[src/rtl/odd_issue_ctrl.sv]
// Odd-pipe issue control: 7-deep age scoreboard, RAW stall, forward-select generation.
// Issue is combinational from decode; in_ready drops while a hazard stands, except when a taken branch flushes the instruction.
module odd_issue_ctrl #(
  parameter int LAT_PERM = 4,
  parameter int LAT_LS   = 6,
  parameter int LAT_BR   = 1,
  parameter int MAX_AGE  = 7
) (
  input  logic        clk,
  input  logic        reset,
  input  logic        in_valid,
  output logic        in_ready,
  input  logic [1:0]  in_unit,
  input  logic [6:0]  in_rt_addr,
  input  logic        in_reg_write,
  input  logic [6:0]  in_ra_addr,
  input  logic [6:0]  in_rb_addr,
  input  logic [6:0]  in_rc_addr,
  input  logic        in_ra_use,
  input  logic        in_rb_use,
  input  logic        in_rc_use,
  input  logic        branch_taken,
  output logic        issue_valid,
  output logic [1:0]  issue_unit,
  output logic        issue_reg_write,
  output logic [2:0]  fwd_sel_ra,
  output logic [2:0]  fwd_sel_rb,
  output logic [2:0]  fwd_sel_rc,
  output logic [15:0] stall_count
);

  logic [MAX_AGE:1] r_vld;
  logic [6:0]       r_addr [1:MAX_AGE];
  logic [2:0]       r_lat  [1:MAX_AGE];
  logic [15:0]      r_stall_count;

  logic [6:0] w_src_addr [3];
  logic       w_src_use  [3];
  logic [2:0] w_sel      [3];
  logic [2:0] w_hz;
  logic       w_hazard;
  logic       w_issue;
  logic [1:0] w_unit;
  logic [2:0] w_lat;

  assign w_src_addr[0] = in_ra_addr;
  assign w_src_addr[1] = in_rb_addr;
  assign w_src_addr[2] = in_rc_addr;
  assign w_src_use[0]  = in_ra_use;
  assign w_src_use[1]  = in_rb_use;
  assign w_src_use[2]  = in_rc_use;

  // Scan oldest to youngest so the youngest match overwrites and shadows older ones.
  always_comb begin
    for (int s = 0; s < 3; s++) begin
      w_sel[s] = 3'd0;
      w_hz[s]  = 1'b0;
      for (int k = MAX_AGE; k >= 1; k--) begin
        if (w_src_use[s] && r_vld[k] && (r_addr[k] == w_src_addr[s])) begin
          w_sel[s] = 3'(k);
          w_hz[s]  = (3'(k) < r_lat[k]);
        end
      end
    end
  end

  always_comb begin
    w_unit = (in_unit == 2'd3) ? 2'd0 : in_unit;
    case (w_unit)
      2'd1:    w_lat = 3'(LAT_LS);
      2'd2:    w_lat = 3'(LAT_BR);
      default: w_lat = 3'(LAT_PERM);
    endcase
  end

  assign w_hazard        = |w_hz;
  assign w_issue         = ~reset & in_valid & ~w_hazard & ~branch_taken;
  assign issue_valid     = w_issue;
  assign in_ready        = ~reset & (~w_hazard | branch_taken);
  assign issue_unit      = w_issue ? w_unit : 2'd0;
  assign issue_reg_write = w_issue & in_reg_write;
  assign fwd_sel_ra      = w_issue ? w_sel[0] : 3'd0;
  assign fwd_sel_rb      = w_issue ? w_sel[1] : 3'd0;
  assign fwd_sel_rc      = w_issue ? w_sel[2] : 3'd0;
  assign stall_count     = r_stall_count;

  always_ff @(posedge clk or posedge reset) begin
    if (reset) begin
      r_vld <= '0;
      for (int k = 1; k <= MAX_AGE; k++) begin
        r_addr[k] <= 7'd0;
        r_lat[k]  <= 3'd0;
      end
    end else begin
      for (int k = MAX_AGE; k >= 2; k--) begin
        r_vld[k]  <= r_vld[k-1];
        r_addr[k] <= r_addr[k-1];
        r_lat[k]  <= r_lat[k-1];
      end
      r_vld[1]  <= w_issue & in_reg_write;
      r_addr[1] <= in_rt_addr;
      r_lat[1]  <= w_lat;
    end
  end

  always_ff @(posedge clk or posedge reset) begin
    if (reset) begin
      r_stall_count <= 16'd0;
    end else if (in_valid && w_hazard && !branch_taken && (r_stall_count != 16'hFFFF)) begin
      r_stall_count <= r_stall_count + 16'd1;
    end
  end

endmodule

[config.mk]
export PLATFORM = sky130hd
export DESIGN_NAME = odd_issue_ctrl
export DESIGN_NICKNAME = d
export VERILOG_FILES = /design/src/rtl/odd_issue_ctrl.sv
export SDC_FILE = /design/constraint.sdc
export NUM_CORES = 1
export LEC_CHECK = 0
export ABC_AREA = 0
export CAP_MARGIN = 20
export CORE_MARGIN = 3
export CORE_UTILIZATION = 40
export DETAILED_ROUTE_END_ITERATION = 8
export SLEW_MARGIN = 20
export SYNTH_ARGS = -nofsm -noshare
export SYNTH_HDL_FRONTEND = slang
export SYNTH_SLANG_ARGS = --single-unit
export TNS_END_PERCENT = 100
[constraint.sdc]
create_clock -name clk -period 4.3 [get_ports clk]
set_input_delay 0.86 -clock clk [delete_from_list [all_inputs] [get_ports clk]]
set_output_delay 0.86 -clock clk [all_outputs]
set_load 0.02 [all_outputs]
======== Word-level counts from Yosys, hierarchy flattened ========
Index checks and enable logic that the tools add are counted.
storage, ports and cells
  bits of input ports ..................... 38
  output and inout bits ................... 30
  flip-flop bits (word level) ............. 93
  logic and storage cells ................. 153
operators by class
  multiplexer cells ....................... 48
  $add $sub $neg .......................... 1
  reductions and logical operators ........ 47
  eq/ne operators ......................... 25
  bitwise operators ....................... 9
  $lt $le $gt $ge ......................... 7
operators by type and width
  kind                     count
  $eq A7 B7 Y1             21
  $mux W3                  24
  $logic_and A1 B1 Y1      45
  $mux W1                  21
  $add A16 B1 Y16 const B  1
  $ne A16 B16 Y1 const B   1
  $lt A3 B3 Y1 const A     4
  $lt A2 B3 Y1 const A     2
  $pmux W3 S2              1
  $and A1 B1 Y1            5
  $eq A2 B2 Y1 const B     2
  $mux W2                  2
  $lt A1 B3 Y1 const A     1
  $not A1 Y1               3
  $reduce_or A3 Y1         1
  $eq A2 B1 Y1 const B     1
  $logic_not A1 Y1         1
  $or A1 B1 Y1             1

======== Depth between registers and ports, before layout ========
  depth after elaboration ................. 14
  mapped depth ............................ 12
  depth with buffers taken out ............ 9

======== Worst setup path after synthesis ========
OpenSTA, ideal clock, no wires.
  path kind ............................... in2out
  start ................................... input in_rb_addr[5]
  end ..................................... output fwd_sel_ra[2]
  stages .................................. 10
  required time ........................... 3440 ps
  arrival ................................. 3586 ps
  setup slack ............................. -146 ps
  path through ............................ buf_2 xnor2_1 nand4_1 nor4_1 mux2_2 nand4_1 o211a_1 nand4_4 or3_4 nor4_1
between the ends
  cells in the longest elaborated chain, start to end .. 14
ends and longest elaborated chain
  what                          line  text
  start, declared               17    input logic [6:0] in_rb_addr,
  $eq A7 B7 Y1                  59    if (w_src_use[s] && r_vld[k] && (r_addr[k] == w_src_addr[s])) begin
  $logic_and A1 B1 Y1           59
  $mux W1 (6 in a row)          59
  $mux W1 *                     59
  $reduce_or A3 Y1 *            76    assign w_hazard = |w_hz;
  $not A1 Y1 *                  77    assign w_issue = ~reset & in_valid & ~w_hazard & ~branch_taken;
  $and A1 B1 Y1 * (2 in a row)  77
  $mux W3 *                     82    assign fwd_sel_ra = w_issue ? w_sel[0] : 3'd0;
  end, declared                 26    output logic [2:0] fwd_sel_ra,
Every way passes the cells marked *; elsewhere a longest branch is shown, timed or not.

======== Worst setup path in the final report ========
  start ................................... input in_rc_addr[3]
  end ..................................... output fwd_sel_rb[2]
between the ends
  cells in the longest elaborated chain, start to end .. 14
ends and longest elaborated chain
  what                          line  text
  start, declared               18    input logic [6:0] in_rc_addr,
  $eq A7 B7 Y1                  59
  $logic_and A1 B1 Y1           59
  $mux W1 (6 in a row)          59
  $mux W1 *                     59
  $reduce_or A3 Y1 *            76
  $not A1 Y1 *                  77
  $and A1 B1 Y1 * (2 in a row)  77
  $mux W3 *                     83    assign fwd_sel_rb = w_issue ? w_sel[1] : 3'd0;
  end, declared                 27    output logic [2:0] fwd_sel_rb,
Marked as above.

==> flow_metrics.py <==
metrics = {
    "placement": {
        "gp_congestion": 0.876,
        "io_buffers": 67,
        "pre_cts_ws_ps": -856,
        "dpl.hpwl_um": 10800,
    },
    "drt": {
        "wl_per_cell_um": 17.9,
        "routed_wl_um": 14100,
        "via_count": 3938,
        "vias_per_cell": 5.00,
        "drc_errors": 0,
        "initialDrtViolationCount": 199,
        "wl_met2_um": 6940,
        "highest_layer": "met4",
        "first_pass_iters": 4,
        "ant_nets": 0,
        "wl_met3_um": 524,
        "wl_met1_um": 6390,
    },
    "flow_run": {
        "cap_violations": 0,
    },
    "grt": {
        "globalRouteOverflowTotal": 0,
        "grtUsageTotal_pct": 20.4,
        "grt_pass1_vias": 4092,
        "grt_pass1_wl_um": 22000,
        "antenna_found_initial": 0,
        "grt_max_degree": 56,
    },
    "yosys": {
        "syn_nets": 501,
        "yosysWarnings": 0,
        "ys_top_cells_by_area": "dfrtp_1 (45%), xnor2_1 (18%), xor2_1 (9.6%)",
        "synth_edf_count": 0,
        "synth_area_leader_cell": "dfrtp_1",
        "syn_inst": 462,
        "ys.flop_type": "dfrtp_1",
        "async_flop_share_pct": 100,
        "synth.top_cells.by_count": "xnor2_1 (104), dfrtp_1 (90), xor2_1 (55), nand4_1 (29), nand3_1 (24)",
        "syn_area_per_cell_um2": 10.9,
        "synthMostInstantiatedCell": "xnor2_1",
        "ys_ff_latch": 90,
        "syn_area_um2": 5010,
        "ys_types": 54,
        "seq_area_frac_synth_pct": 44.9,
        "yosysTopAreaCellShare_pct": 44.9,
    },
    "sta": {
        "finalWorstSetupSlack_ps": 47.2,
        "final-hold-violation-count": 0,
        "fmax_ghz": 0.235,
        "finClkSkew_ps": 9.45,
        "whs_ps": 348,
        "drv_slew": 0,
        "fin_crit_sh_pct": 98.9,
        "finalSetupViolations": 0,
        "slew_headroom_pct": 57.1,
        "tightest_slew_ps": 637,
        "min_period_ps": 4250,
    },
    "cts": {
        "cts_tree": "done",
        "cts.sinks": 90,
        "cts.clk_slew.worst_paths_ps": 60,
        "cts_root_buf": "clkbuf_16",
        "clockBufferDepth": 2,
        "numCtsBuffers": 9,
        "insertion_delay_ps": 340,
        "h-tree-depth": 3,
        "cts_hold_repair.buffers": 0,
    },
    "setup_path": {
        "start_kind": "input pin",
        "endpoint_kind": "output pin",
        "worst-path-max-fanout": 6,
        "critical_path_arrival_ps": 3390,
        "critical_path_class": "input pin to output pin",
        "crit_required_ps": 3440,
    },
    "layout": {
        "final_layout_size_suffix_gt1_share_pct": 32.6,
        "nets": 654,
        "utilization_pct": 57.8,
        "diodes": 0,
        "syn_to_final_growth_pct": 39.7,
    },
    "power": {
        "power.switching_uw": 527,
        "clock_power_share_pct": 38.8,
        "p_leak_nw": 3.04,
        "p_per_area_nw_per_um2": 290,
        "p_int_mw": 1.51,
        "switching_share_pct": 25.9,
        "power.total_mw": 2.03,
        "pwr-share-seq_pct": 45.6,
        "combinationalPowerShare_pct": 15.6,
        "ir_worst_vdd_uv": 170,
    },
    "floorplan": {
        "dieArea_um2": 13900,
        "core_um2": 12100,
        "die_w_um": 118,
        "ioPinCount": 68,
        "start_util_pct": 41.4,
        "rows": 40,
        "fp.dieH_um": 118,
    },
    "outcome": {
        "status": "finished clean",
    },
    "worst_hold_path": {
        "min_path_type": "flop to flop",
    },
}
[sequential cells by signal, indices dropped and copies added, names as in the netlist]
name	cells
r_lat	18
stall_count	16
r_vld	7
r_addr	49
[cells in the final DEF (no fill, tap or decap), types with 10 or more instances in the layout]
master           Yosys  final
buf_4                1     83
dfrtp_1             90     90
xor2_1              55     53
xnor2_2              1     17
nand2_1             14     13
xnor2_1            104     88
buf_6                9     16
nor2_1              17     16
buf_2               13     15
and3_1              10     10
clkdlybuf4s50_1      0     29
nand4_1             29     29
nand3_1             24     22
[per-stage QoR]
step,cell area [µm²],setup TNS (ps),std cells
floorplan,5020,-292,462
global placement,6390,-10700,758
detailed placement,6390,-10680,758
CTS,6930,0,783
global route,7010,-43.1,787
finish,7010,0,787
[power by group through the flow]
stage / Sequential [mW] / Combinational [mW] / Clock, mW
after global routing: 0.931 / 0.343 / 0.844
after global placement: 0.937 / 0.291 / 0
after CTS: 0.925 / 0.311 / 0.800
final: 0.927 / 0.318 / 0.789
after detailed placement: 0.939 / 0.294 / 0
after floorplan: 0.931 / 0.175 / 0
[per-layer routing]
metal  GRT usage, %  vias up
met1           27.5     1946
met3           3.56       13
met2           34.3       86
met5              0        -
met4           5.13        0
li1               -     1893
[critical path, cell delays in order]
cell and delay (ps):
clkbuf_2 120, buf_6 150, buf_4 130, xor2_1 130, nor4_1 300, buf_4 180, and2_1 150, or3_4 140
a31o_4 170, nand4_4 130, or3_4 460, buf_6 150, a211oi_2 140, buf_4 170
[logic make-up after synthesis]
logic type / share of synthesized area, %
compound gates: 3.72
xor+xnor: 28.1
fa+ha+maj: 0.250
flops: 44.9
simple gates: 17.7
mux: 0.898
buf+inv: 4.37
[layout make-up]
class / instances / area [µm²]
Clock buffer: 10 / 239
Fill cell: 1050 / 5110
Clock inverter: 5 / 55.1
Multi-Input combinational cell: 338 / 2820
Tap cell: 168 / 210
Inverter: 10 / 38.8
Timing Repair Buffer: 166 / 1390
Sequential cell: 90 / 2250
[final timing paths]
check	from	to	slack (ps)	depth (start not counted)
max	in_rc_addr[3]	fwd_sel_rb[2]	50	14
min reg2reg	r_lat[12]	r_lat[9]	350	0
max in group asynchronous	reset	r_addr[34]	2730	3
max reg2reg	r_addr[8]	stall_count[1]	1460	10
min	r_lat[12]	r_lat[9]	350	0
min in group asynchronous	reset	stall_count[1]	1010	2
[timing repair]
action	4_1_cts	5_1_grt
setup buffers	9	6
pin swaps	23	35
cloned	1	0
gates resized for setup	139	54
setup endpoints to repair	14	14
Power figures use the tool's default switching activity.
